===== config.mk =====
export PLATFORM = sky130hd
export DESIGN_NAME = ifetch_unit
export DESIGN_NICKNAME = d
export VERILOG_FILES = /design/src/rtl/ifetch_unit_pkg.sv /design/src/rtl/ifetch_unit_if_id_reg.sv /design/src/rtl/ifetch_unit.sv
export SDC_FILE = /design/constraint.sdc
export NUM_CORES = 1
export LEC_CHECK = 0
export ABC_AREA = 1
export CAP_MARGIN = 20
export CORE_UTILIZATION = 50
export CTS_CLUSTER_DIAMETER = 100
export DETAILED_ROUTE_END_ITERATION = 8
export PLACE_DENSITY = 0.86
export SLEW_MARGIN = 15
export SYNTH_ARGS = -nofsm -noshare
export SYNTH_HDL_FRONTEND = slang
export SYNTH_SLANG_ARGS = --single-unit
export TNS_END_PERCENT = 1

===== constraint.sdc =====
create_clock -name clk -period 3.45 [get_ports clk]
set_input_delay 0.69 -clock clk [delete_from_list [all_inputs] [get_ports clk]]
set_output_delay 0.69 -clock clk [all_outputs]
set_load 0.05 [all_outputs]

===== src/rtl/ifetch_unit_pkg.sv =====
// Shared pipeline definitions for the instruction fetch stage.
//   fetch_state_e : fetch FSM states (FETCH, MISS, HALT)
//   ifid_ctrl_e   : IF/ID register action (hold, load, bubble)
//   HLT_OPC_DEF   : default opcode (instr[15:12]) that halts fetch
//   NOP_INSTR_DEF : default instruction word placed in IF/ID when invalid
package ifetch_unit_pkg;

  typedef enum logic [1:0] {
    FETCH = 2'd0,
    MISS  = 2'd1,
    HALT  = 2'd2
  } fetch_state_e;

  typedef enum logic [1:0] {
    IFID_HOLD   = 2'd0,
    IFID_LOAD   = 2'd1,
    IFID_BUBBLE = 2'd2
  } ifid_ctrl_e;

  localparam logic [3:0]  HLT_OPC_DEF   = 4'hF;
  localparam logic [15:0] NOP_INSTR_DEF = 16'h0000;

  function automatic logic is_halt(input logic [15:0] word, input logic [3:0] opc);
    return (word[15:12] == opc);
  endfunction

endpackage


===== src/rtl/ifetch_unit_if_id_reg.sv =====
// IF/ID pipeline register with hold / load / bubble control.
// Ports:
//   clk, rst_n        : clock, asynchronous active-low reset
//   ctrl              : IFID_HOLD keeps contents, IFID_LOAD captures instr/pc1,
//                       IFID_BUBBLE invalidates and inserts NOP_INSTR
//   instr, pc1        : fetched instruction word and its PC+1
//   if_id_instr/pc1/valid : registered outputs toward decode
module if_id_reg
  import ifetch_unit_pkg::*;
#(
  parameter logic [15:0] NOP_INSTR = NOP_INSTR_DEF
) (
  input  logic        clk,
  input  logic        rst_n,
  input  ifid_ctrl_e  ctrl,
  input  logic [15:0] instr,
  input  logic [15:0] pc1,
  output logic [15:0] if_id_instr,
  output logic [15:0] if_id_pc1,
  output logic        if_id_valid
);

  logic [15:0] instr_p1;
  logic [15:0] pc1_p1;
  logic        vld_p1;

  // IF -> ID stage boundary
  always_ff @(posedge clk or negedge rst_n) begin
    if (!rst_n) begin
      instr_p1 <= NOP_INSTR;
      pc1_p1   <= 16'h0000;
      vld_p1   <= 1'b0;
    end else begin
      case (ctrl)
        IFID_LOAD: begin
          instr_p1 <= instr;
          pc1_p1   <= pc1;
          vld_p1   <= 1'b1;
        end
        IFID_BUBBLE: begin
          instr_p1 <= NOP_INSTR;
          vld_p1   <= 1'b0;
        end
        default: ;
      endcase
    end
  end

  assign if_id_instr = instr_p1;
  assign if_id_pc1   = pc1_p1;
  assign if_id_valid = vld_p1;

endmodule


===== src/rtl/ifetch_unit.sv =====
// Instruction fetch unit: PC register, fetch FSM (FETCH/MISS/HALT) and the
// IF/ID register. Handles I-cache misses, decode stalls, EX redirects
// (including redirects that arrive while a miss is outstanding) and halting.
// Ports:
//   clk, rst_n   : clock, asynchronous active-low reset
//   i_addr       : fetch address (the PC register)
//   instr, i_rdy : instruction word and fetch-complete from memory
//   stall_if     : decode hazard, hold PC and IF/ID
//   flush        : redirect to br_target (overrides stall_if)
//   if_id_*      : registered instruction, PC+1 and valid toward decode
//   hlt          : fetch halted on HLT_OPC
module ifetch_unit
  import ifetch_unit_pkg::*;
#(
  parameter logic [15:0] RESET_PC  = 16'h0000,
  parameter logic [15:0] NOP_INSTR = NOP_INSTR_DEF,
  parameter logic [3:0]  HLT_OPC   = HLT_OPC_DEF
) (
  input  logic        clk,
  input  logic        rst_n,
  output logic [15:0] i_addr,
  input  logic [15:0] instr,
  input  logic        i_rdy,
  input  logic        stall_if,
  input  logic        flush,
  input  logic [15:0] br_target,
  output logic [15:0] if_id_instr,
  output logic [15:0] if_id_pc1,
  output logic        if_id_valid,
  output logic        hlt
);

  fetch_state_e state, state_n;
  logic [15:0]  pc, pc_n;
  logic         redir_pend, redir_pend_n;
  logic [15:0]  redir_pc, redir_pc_n;
  ifid_ctrl_e   ifid_ctrl;

  // PC / FSM stage boundary
  always_ff @(posedge clk or negedge rst_n) begin
    if (!rst_n) begin
      state      <= FETCH;
      pc         <= RESET_PC;
      redir_pend <= 1'b0;
      redir_pc   <= 16'h0000;
      hlt        <= 1'b0;
    end else begin
      state      <= state_n;
      pc         <= pc_n;
      redir_pend <= redir_pend_n;
      redir_pc   <= redir_pc_n;
      hlt        <= (state_n == HALT);
    end
  end

  always_comb begin
    state_n      = state;
    pc_n         = pc;
    redir_pend_n = redir_pend;
    redir_pc_n   = redir_pc;
    ifid_ctrl    = IFID_HOLD;
    case (state)
      HALT: begin
        // A flush means the halt was on a mispredicted path.
        if (flush) begin
          pc_n      = br_target;
          state_n   = FETCH;
          ifid_ctrl = IFID_BUBBLE;
        end else if (!stall_if) begin
          ifid_ctrl = IFID_BUBBLE;
        end
      end
      default: begin
        if (!i_rdy) begin
          // The address must stay put until memory answers, so a redirect
          // is remembered and applied once the outstanding fetch completes.
          state_n = MISS;
          if (flush) begin
            redir_pend_n = 1'b1;
            redir_pc_n   = br_target;
            ifid_ctrl    = IFID_BUBBLE;
          end else if (!stall_if) begin
            ifid_ctrl = IFID_BUBBLE;
          end
        end else if (flush || redir_pend) begin
          pc_n         = flush ? br_target : redir_pc;
          redir_pend_n = 1'b0;
          state_n      = FETCH;
          ifid_ctrl    = IFID_BUBBLE;
        end else if (!stall_if) begin
          ifid_ctrl = IFID_LOAD;
          if (is_halt(instr, HLT_OPC)) begin
            state_n = HALT;
          end else begin
            pc_n    = pc + 16'd1;
            state_n = FETCH;
          end
        end else begin
          state_n = FETCH;
        end
      end
    endcase
  end

  assign i_addr = pc;

  if_id_reg #(
    .NOP_INSTR(NOP_INSTR)
  ) u_if_id_reg (
    .clk        (clk),
    .rst_n      (rst_n),
    .ctrl       (ifid_ctrl),
    .instr      (instr),
    .pc1        (pc + 16'd1),
    .if_id_instr(if_id_instr),
    .if_id_pc1  (if_id_pc1),
    .if_id_valid(if_id_valid)
  );

endmodule

# --- Word-level counts from Yosys, hierarchy flattened ---
# Cells that the tools add are included.
classes:
  eq_ne: 9
  muxes: 24
  n_reduce_logical: 7
  bitwise_logic: 2
  n_addsub: 1
op_table:
  columns: ["operator", "n"]
  rows:
  - ["$mux W16", 7]
  - ["$pmux W16 S2", 1]
  - ["$mux W2", 11]
  - ["$add A16 B1 Y16 const B", 1]
  - ["$eq A2 B2 Y1 const B", 3]
  - ["$reduce_bool A2 Y1", 3]
  - ["$eq A4 B4 Y1 const B", 1]
  - ["$mux W1", 4]
  - ["$reduce_and A4 Y1", 1]
  - ["$ne A3 B1 Y1 const B", 1]
  - ["$ne A3 B2 Y1 const B", 1]
  - ["$reduce_and A3 Y1", 1]
  - ["$eq A2 B1 Y1 const B", 1]
  - ["$ne A2 B1 Y1 const B", 1]
  - ["$ne A2 B2 Y1 const B", 1]
  - ["$not A1 Y1", 2]
  - ["$pmux W1 S2", 1]
  - ["$reduce_and A2 Y1", 1]
  - ["$logic_or A1 B1 Y1", 1]
totals:
  output_inout_bits: 50
  elab_cells: 51
  regBits: 69
  in_bits: 37

# --- Longest topological paths before layout ---
# Gate-level depths: netlist of the first run.
logic_depth:
  depth_word: 7
  ltp_mapped: 14

# --- Cells and area by module ---
# Synthesis of the first run repeated with hierarchy kept, for this count alone.
unflattened:
  hier_cells: 487
  hier_area_um2: 3726.1
by_module_without_submodules:
  columns: ["mod", "seq_area_each_um2", "area_per_inst_um2", "n_inst", "cells_per_inst"]
  rows:
  - ["ifetch_unit", 900.9, 2312.2, 1, 342]
  - ["if_id_reg", 825.8, 1413.9, 1, 145]

# --- Worst setup path before layout of the first run ---
# OpenSTA, ideal clock, no wires.
synth_path:
  path_type: "input port to flip-flop"
  from: "input flush"
  to: "register u_if_id_reg.instr_p1[0] (netlist: u_if_id_reg.if_id_instr[0])"
  setup_slack_ps: 1126
  stages: 11
  arrival_ps: 2206
  n_path_buf: 4
  cell_sequence: "buf_6 > inv_4 > nand2_4 > buf_2 > o21ai_0 > ha_1 > clkbuf_1 > inv_1 > buf_2 > nand3_1 > nand2_1"
synth_between:
  elab_chain_cells: 6
  word_cells_on_any_way: 9
synth_rtl:
  columns: ["element", "line_no", "text"]
  rows:
  - ["start, declared", "ifetch_unit.sv:25", "input logic flush,"]
  - ["$logic_or A1 B1 Y1", "ifetch_unit.sv:85", "end else if (flush || redir_pend) begin"]
  - ["$mux W2", "ifetch_unit.sv:85", null]
  - ["$mux W2", "ifetch_unit.sv:74", "if (!i_rdy) begin"]
  - ["$mux W2 *", "ifetch_unit.sv:62", "case (state)"]
  - ["$eq A2 B2 Y1 / $eq A2 B1 Y1 (equally long branches)", "ifetch_unit_if_id_reg.sv:34", "case (ctrl)"]
  - ["$pmux W16 S2 / $reduce_bool A2 Y1 (equally long branches)", null, null]
  - ["end signal, assigned", "ifetch_unit_if_id_reg.sv:36", "instr_p1 <= instr;"]
  - ["end, declared", "ifetch_unit_if_id_reg.sv:23", "logic [15:0] instr_p1;"]
# Every way passes the cells marked *; elsewhere a longest branch is shown, timed or not.
# A chain may end at the register's enable or synchronous reset.

# --- Worst setup path in the final report of the first run ---
layout_path:
  from: "input flush"
  to: "register u_if_id_reg.instr_p1[4] (netlist: u_if_id_reg.if_id_instr[4])"
# Same word-level chain as after synthesis.

==> run summary, run 1 <==
outcome = completed
drt pass-1 iters = 5
GRT Total Usage = 0.264
Vias/cell = 5.31
Antenna Nets Post-Route = 0
Leak = 0.00229 uW
delay-heaviest family, CP = buffers and inverters
1st-iter DRT viols = 324
PortBufs = 86
commonest non-fill, non-tap cell in the layout = nand2_1
net count after synthesis = 517
worst path arrival time = 2890 ps
CTS Buf Count = 9
clk_lat worst skew = 350 ps
core box area = 6910 um2
FP Rows = 30
H-tree levels = 3
Die Area = 7600 um2
CP max stage delay = 640 ps
Setup Skew = 7.06 ps
Yosys warning count = 0
area share of the leading cell type in the synthesized netlist = 0.476
final WL = 9.10 mm
Crit-path slowest cell = ha_1
# setup viols final = 0
Critical R2R Capture = u_if_id_reg.if_id_instr[4]$_DFFE_PN0P_
Max Freq = 376 MHz
top cells by area, synth = dfrtp_1 (48%), nand2_1 (16%), o21ai_0 (7.0%), inv_1 (4.6%), nand3_1 (4.6%)
RR Startpoint = state[1]$_DFF_PN0_
synthesized flop and latch total = 69
crit-path max FO = 19
Inserted Diodes = 0
detailed-route DRC error count = 0
post-synthesis area per instance = 7.63 um2
Sink Count = 69
CP Data Required Time = 3680 ps
register area share after synthesis = 0.476
fin nets = 599
hold_buf cts = 0
synthesized cell area = 3630 um2
Vias = 3496
Clock Tree Buf Depth = 2
first-pass GRT wire length = 15.4 mm
via count of the first global-routing pass = 3316
Cell variety after synth = 33
starting density of the core = 0.526
Gate Count Post-Synth = 476
DP HPWL = 6.59 mm
die span in y = 87.2 um
min-delay worst type = primary input to asynchronous set/reset pin
crit end category = flip-flop
post_cts resized = 0
final core occ = 0.690
setup TNS = 0 ps
global placer's final weighted congestion = 0.857
Final Cycle Share = 0.770
crit path time final = 2660 ps
most frequent cells in the layout = nand2_1 (154), clkdlybuf4s50_1 (85), dfrtp_1 (69)
Layout area overhead = 31.2%
CP cell instances = clkdlybuf4s50_1 > inv_4 > nand2_4 > o21ai_0 > ha_1 > inv_1 > nand3_1 > nand2_1
P per Cell Area = 607 nW/um2
CTS tree = done
startpoint types = primary input
largest net degree at the start of global routing = 35
Final Hold Viols = 0
flop-to-flop setup slack = 990 ps
Max IR drop VDD = 0.000269 V
max_cap viols = 0
Clock transition at path regs = 70 ps
depth of the most critical reg-to-reg path = 11
initial antenna violation count = 0
Final Max Slew Viols = 0
Crit Path Class = primary input to flip-flop
relative slew slack = 0.529
detailed-route wire length per cell = 13.8 um
Yosys top cell by area = dfrtp_1
layout cells sized above 1 = 0.0728
post-CTS setup buffers = 0
RSZ-0062 raised after global routing = no
I/O pins = 87
Die X = 87.2 um
Overflow after GRT = 0
WP buf/inv = 3
CTS Root Cell = clkbuf_8
worst-margin pin slew = 706 ps
## through the flow
stage,instances,setup WS (ps),hold slack [ps],cell area (um2),total power [uW]
finish,659,794,287,4760,2890
global route,659,587,329,4760,3030
CTS,659,781,291,4760,2910
detailed placement,643,402,466,4540,2160
global placement,643,506,460,4540,2130
floorplan,476,1130,394,3630,1770
## layer usage
layer | track usage | share of wire | wire (um)
met2 | 0.432 | 0.47 | 4260
met5 | 0 | 0 | 0
met4 | 0.121 | 0.027 | 243
met3 | 0.0464 | 0.077 | 704
met1 | 0.344 | 0.43 | 3900
## cell families after synthesis
logic type	after synthesis	synth area share
compound gates	86	0.130
mux	1	0.00276
fa+ha+maj	4	0.0138
buf+inv	69	0.0824
xor+xnor	7	0.0169
flops	69	0.476
simple gates	240	0.279
## cells in the mapped netlist
master,number
ha_1,4
buf_6,2
nand3_1,33
or2_1,1
buf_4,2
a31oi_1,5
a21oi_1,18
buf_1,2
xnor2_1,3
nor2_2,6
buf_2,12
nor2_4,1
inv_4,1
o21bai_1,1
o21a_1,1
mux2i_1,1
nand2_1,154
nand4_1,3
inv_1,44
a21oi_2,3
xor2_1,4
o211ai_1,1
o211ai_2,1
nor2_1,39
inv_2,2
nand3_4,1
nand3b_4,1
clkbuf_1,4
o22ai_2,1
o21ai_1,4
dfrtp_1,69
nand2_4,1
o21ai_0,51
## flip-flops by register name (all words and copies together), names as in the netlist
name	flops
hlt	1
u_if_id_reg.if_id_pc1	16
u_if_id_reg.if_id_instr	16
i_addr	16
u_if_id_reg.if_id_valid	1
state	2
redir_pend	1
redir_pc	16
## layout make-up
type	count	area, um2
clock buffer	12	155
clock inverter	4	70.1
fill	571	2140
inverter	47	179
multi-input combinational	338	1600
sequential	69	1730
tap	96	120
timing repair buffer	93	908
## worst max path at each step
stage,to,startpoint,depth (start not counted)
6_report,u_if_id_reg.if_id_instr[4]$_DFFE_PN0P_,flush,8
5_1_grt,u_if_id_reg.if_id_instr[2]$_DFFE_PN0P_,flush,8
4_1_cts,u_if_id_reg.if_id_instr[9]$_DFFE_PN0P_,flush,8
3_5_place_dp,u_if_id_reg.if_id_instr[9]$_DFFE_PN0P_,flush,8
3_3_place_gp,u_if_id_reg.if_id_instr[7]$_DFFE_PN0P_,flush,8
2_1_floorplan,u_if_id_reg.if_id_instr[0]$_DFFE_PN0P_,flush,11
## worst register-to-register path: stages, from the launching register on
cell and delay [ps]:
dfrtp_1 370, nand2_1 90, inv_2 30, buf_4 190, nor2_2 120, inv_1 70
or2_1 240, nor2_2 120, ha_1 490, inv_1 370, nand3_1 200, nand2_1 60
## power by group
group / internal, uW / switching (uW) / total [uW]
clock: 444 / 300 / 744
combinational: 358 / 724 / 1080
sequential: 951 / 115 / 1070
Power figures use the tool's default switching activity.
==> run 2: changes to the inputs <==
CORE_UTILIZATION = 45   (was 50)
PLACE_DENSITY = 0.82   (was 0.86)
clock period = 2.2 ns   (was 3.45 ns; I/O delays follow)
==> run summary, run 2 (synthesized netlist as in run 1, its figures left out) <==
outcome = completed
Final Hold Viols = 0
layout cells sized above 1 = 0.0922
CP Data Required Time = 1760 ps
CTS Buf Count = 9
fin nets = 611
final WL = 9.17 mm
Seq. cell area = 1730 um2
GRT Total Usage = 0.235
Non-Filler Instances = 677
crit-path max FO = 5
Critical R2R Capture = i_addr[10]$_DFFE_PN0P_
hold_buf cts = 0
PortBufs = 86
depth of the most critical reg-to-reg path = 8
Sink Count = 69
dpl ws = -83.7 ps
Crit-path slowest cell = clkdlybuf4s50_1
commonest non-fill, non-tap cell in the layout = nand2_1
Clock Tree Buf Depth = 2
DP HPWL = 6.68 mm
delay-heaviest family, CP = buffers and inverters
Max Freq = 471 MHz
setup TNS = 0 ps
post-CTS setup buffers = 0
Setup Skew = 12.8 ps
min-delay worst type = primary input to asynchronous set/reset pin
detailed-route wire length per cell = 13.5 um
core box area = 7770 um2
P per Cell Area = 932 nW/um2
drt pass-1 iters = 5
CP Depth = 1
area of the multi-input gates = 1600 um2
WP buf/inv = 1
H-tree levels = 3
worst path arrival time = 1680 ps
Vias/cell = 5.14
RR Startpoint = i_addr[0]$_DFFE_PN0P_
Leak = 0.00237 uW
max_cap viols = 0
RSZ-0062 raised after global routing = no
Vias = 3479
Die Area = 8430 um2
flop-to-flop setup slack = 360 ps
starting density of the core = 0.467
die span in y = 91.8 um
number of instances in the placed design = 661
crit path time final = 2120 ps
initial antenna violation count = 0
most frequent cells in the layout = nand2_1 (154), clkdlybuf4s50_1 (85), dfrtp_1 (69)
detailed-route DRC error count = 0
Clock transition at path regs = 80 ps
Overflow after GRT = 0
CP cell instances = clkdlybuf4s50_1
Die X = 91.8 um
I/O pins = 87
Crit Path Class = flip-flop to output pin
Final Cycle Share = 0.966
FP Rows = 32
CTS Root Cell = clkbuf_8
relative slew slack = 0.523
fin worst setup slack = 75.7 ps
Inserted Diodes = 0
1st-iter DRT viols = 267
first-pass GRT wire length = 15.5 mm
CP max stage delay = 850 ps
Layout area overhead = 35.6%
startpoint types = flip-flop
Max IR drop VDD = 0.000354 V
# setup viols final = 0
Final Max Slew Viols = 0
largest net degree at the start of global routing = 32
Tot Pwr = 4590 uW
worst-margin pin slew = 714 ps
crit end category = output pin
via count of the first global-routing pass = 3449
post_cts resized = 0
fillers = 671
global placer's final weighted congestion = 0.955
clk_lat worst skew = 350 ps
Antenna Nets Post-Route = 0
CTS tree = done
==> run 2: cell types whose count changed in the layout (fill, tap and decap cells not counted) <==
cell	delta
buf_12	+5
buf_4	+7
==> run 2: worst max-delay path by stage <==
stage / from / slack [ps] / end
after detailed placement: i_rdy / -80 / u_if_id_reg.if_id_pc1[0]$_DFFE_PN0N_
after floorplan: flush / 130 / u_if_id_reg.if_id_instr[0]$_DFFE_PN0P_
after CTS: i_addr[0]$_DFFE_PN0P_ / 80 / i_addr[0]
after global routing: i_addr[13]$_DFFE_PN0P_ / 40 / i_addr[13]
after global placement: i_rdy / -20 / u_if_id_reg.if_id_pc1[4]$_DFFE_PN0N_
final: i_addr[5]$_DFFE_PN0P_ / 80 / i_addr[5]
==> run 2: through the flow <==
step / utilization / cell area [um2] / hold slack, ps
after detailed placement: 0.605 / 4700 / 401
final: 0.634 / 4920 / 20.8
after global routing: 0.634 / 4920 / 45.5
after CTS: 0.634 / 4920 / 23.5
after floorplan: - / 3630 / 144
after global placement: 0.605 / 4700 / 402
==> run 2: area by class of cell <==
class | count | share of cell area
sequential | 69 | 0.351
multi-input combinational | 338 | 0.326
timing repair buffer | 105 | 0.216
inverter | 47 | 0.0363
clock buffer | 12 | 0.0315
tap | 102 | 0.0259
clock inverter | 4 | 0.0142
==> run 2: power breakdown <==
| part | switching [uW] | internal, uW |
|---|---|---|
| Clock | 480 | 697 |
| Sequential | 183 | 1490 |
| Combinational | 1140 | 598 |
| Total | 1800 | 2790 |
==> run 2: routing by layer <==
layer  routed length [um]  share of wire  GRT usage  vias to the layer above
li1                     -              -          -                     1706
met1                 3960           0.43      0.288                     1561
met2                 4130           0.45      0.377                      179
met3                  809          0.088     0.0597                       33
met4                  276          0.030      0.132                        0
met5                    0              0          0                        -
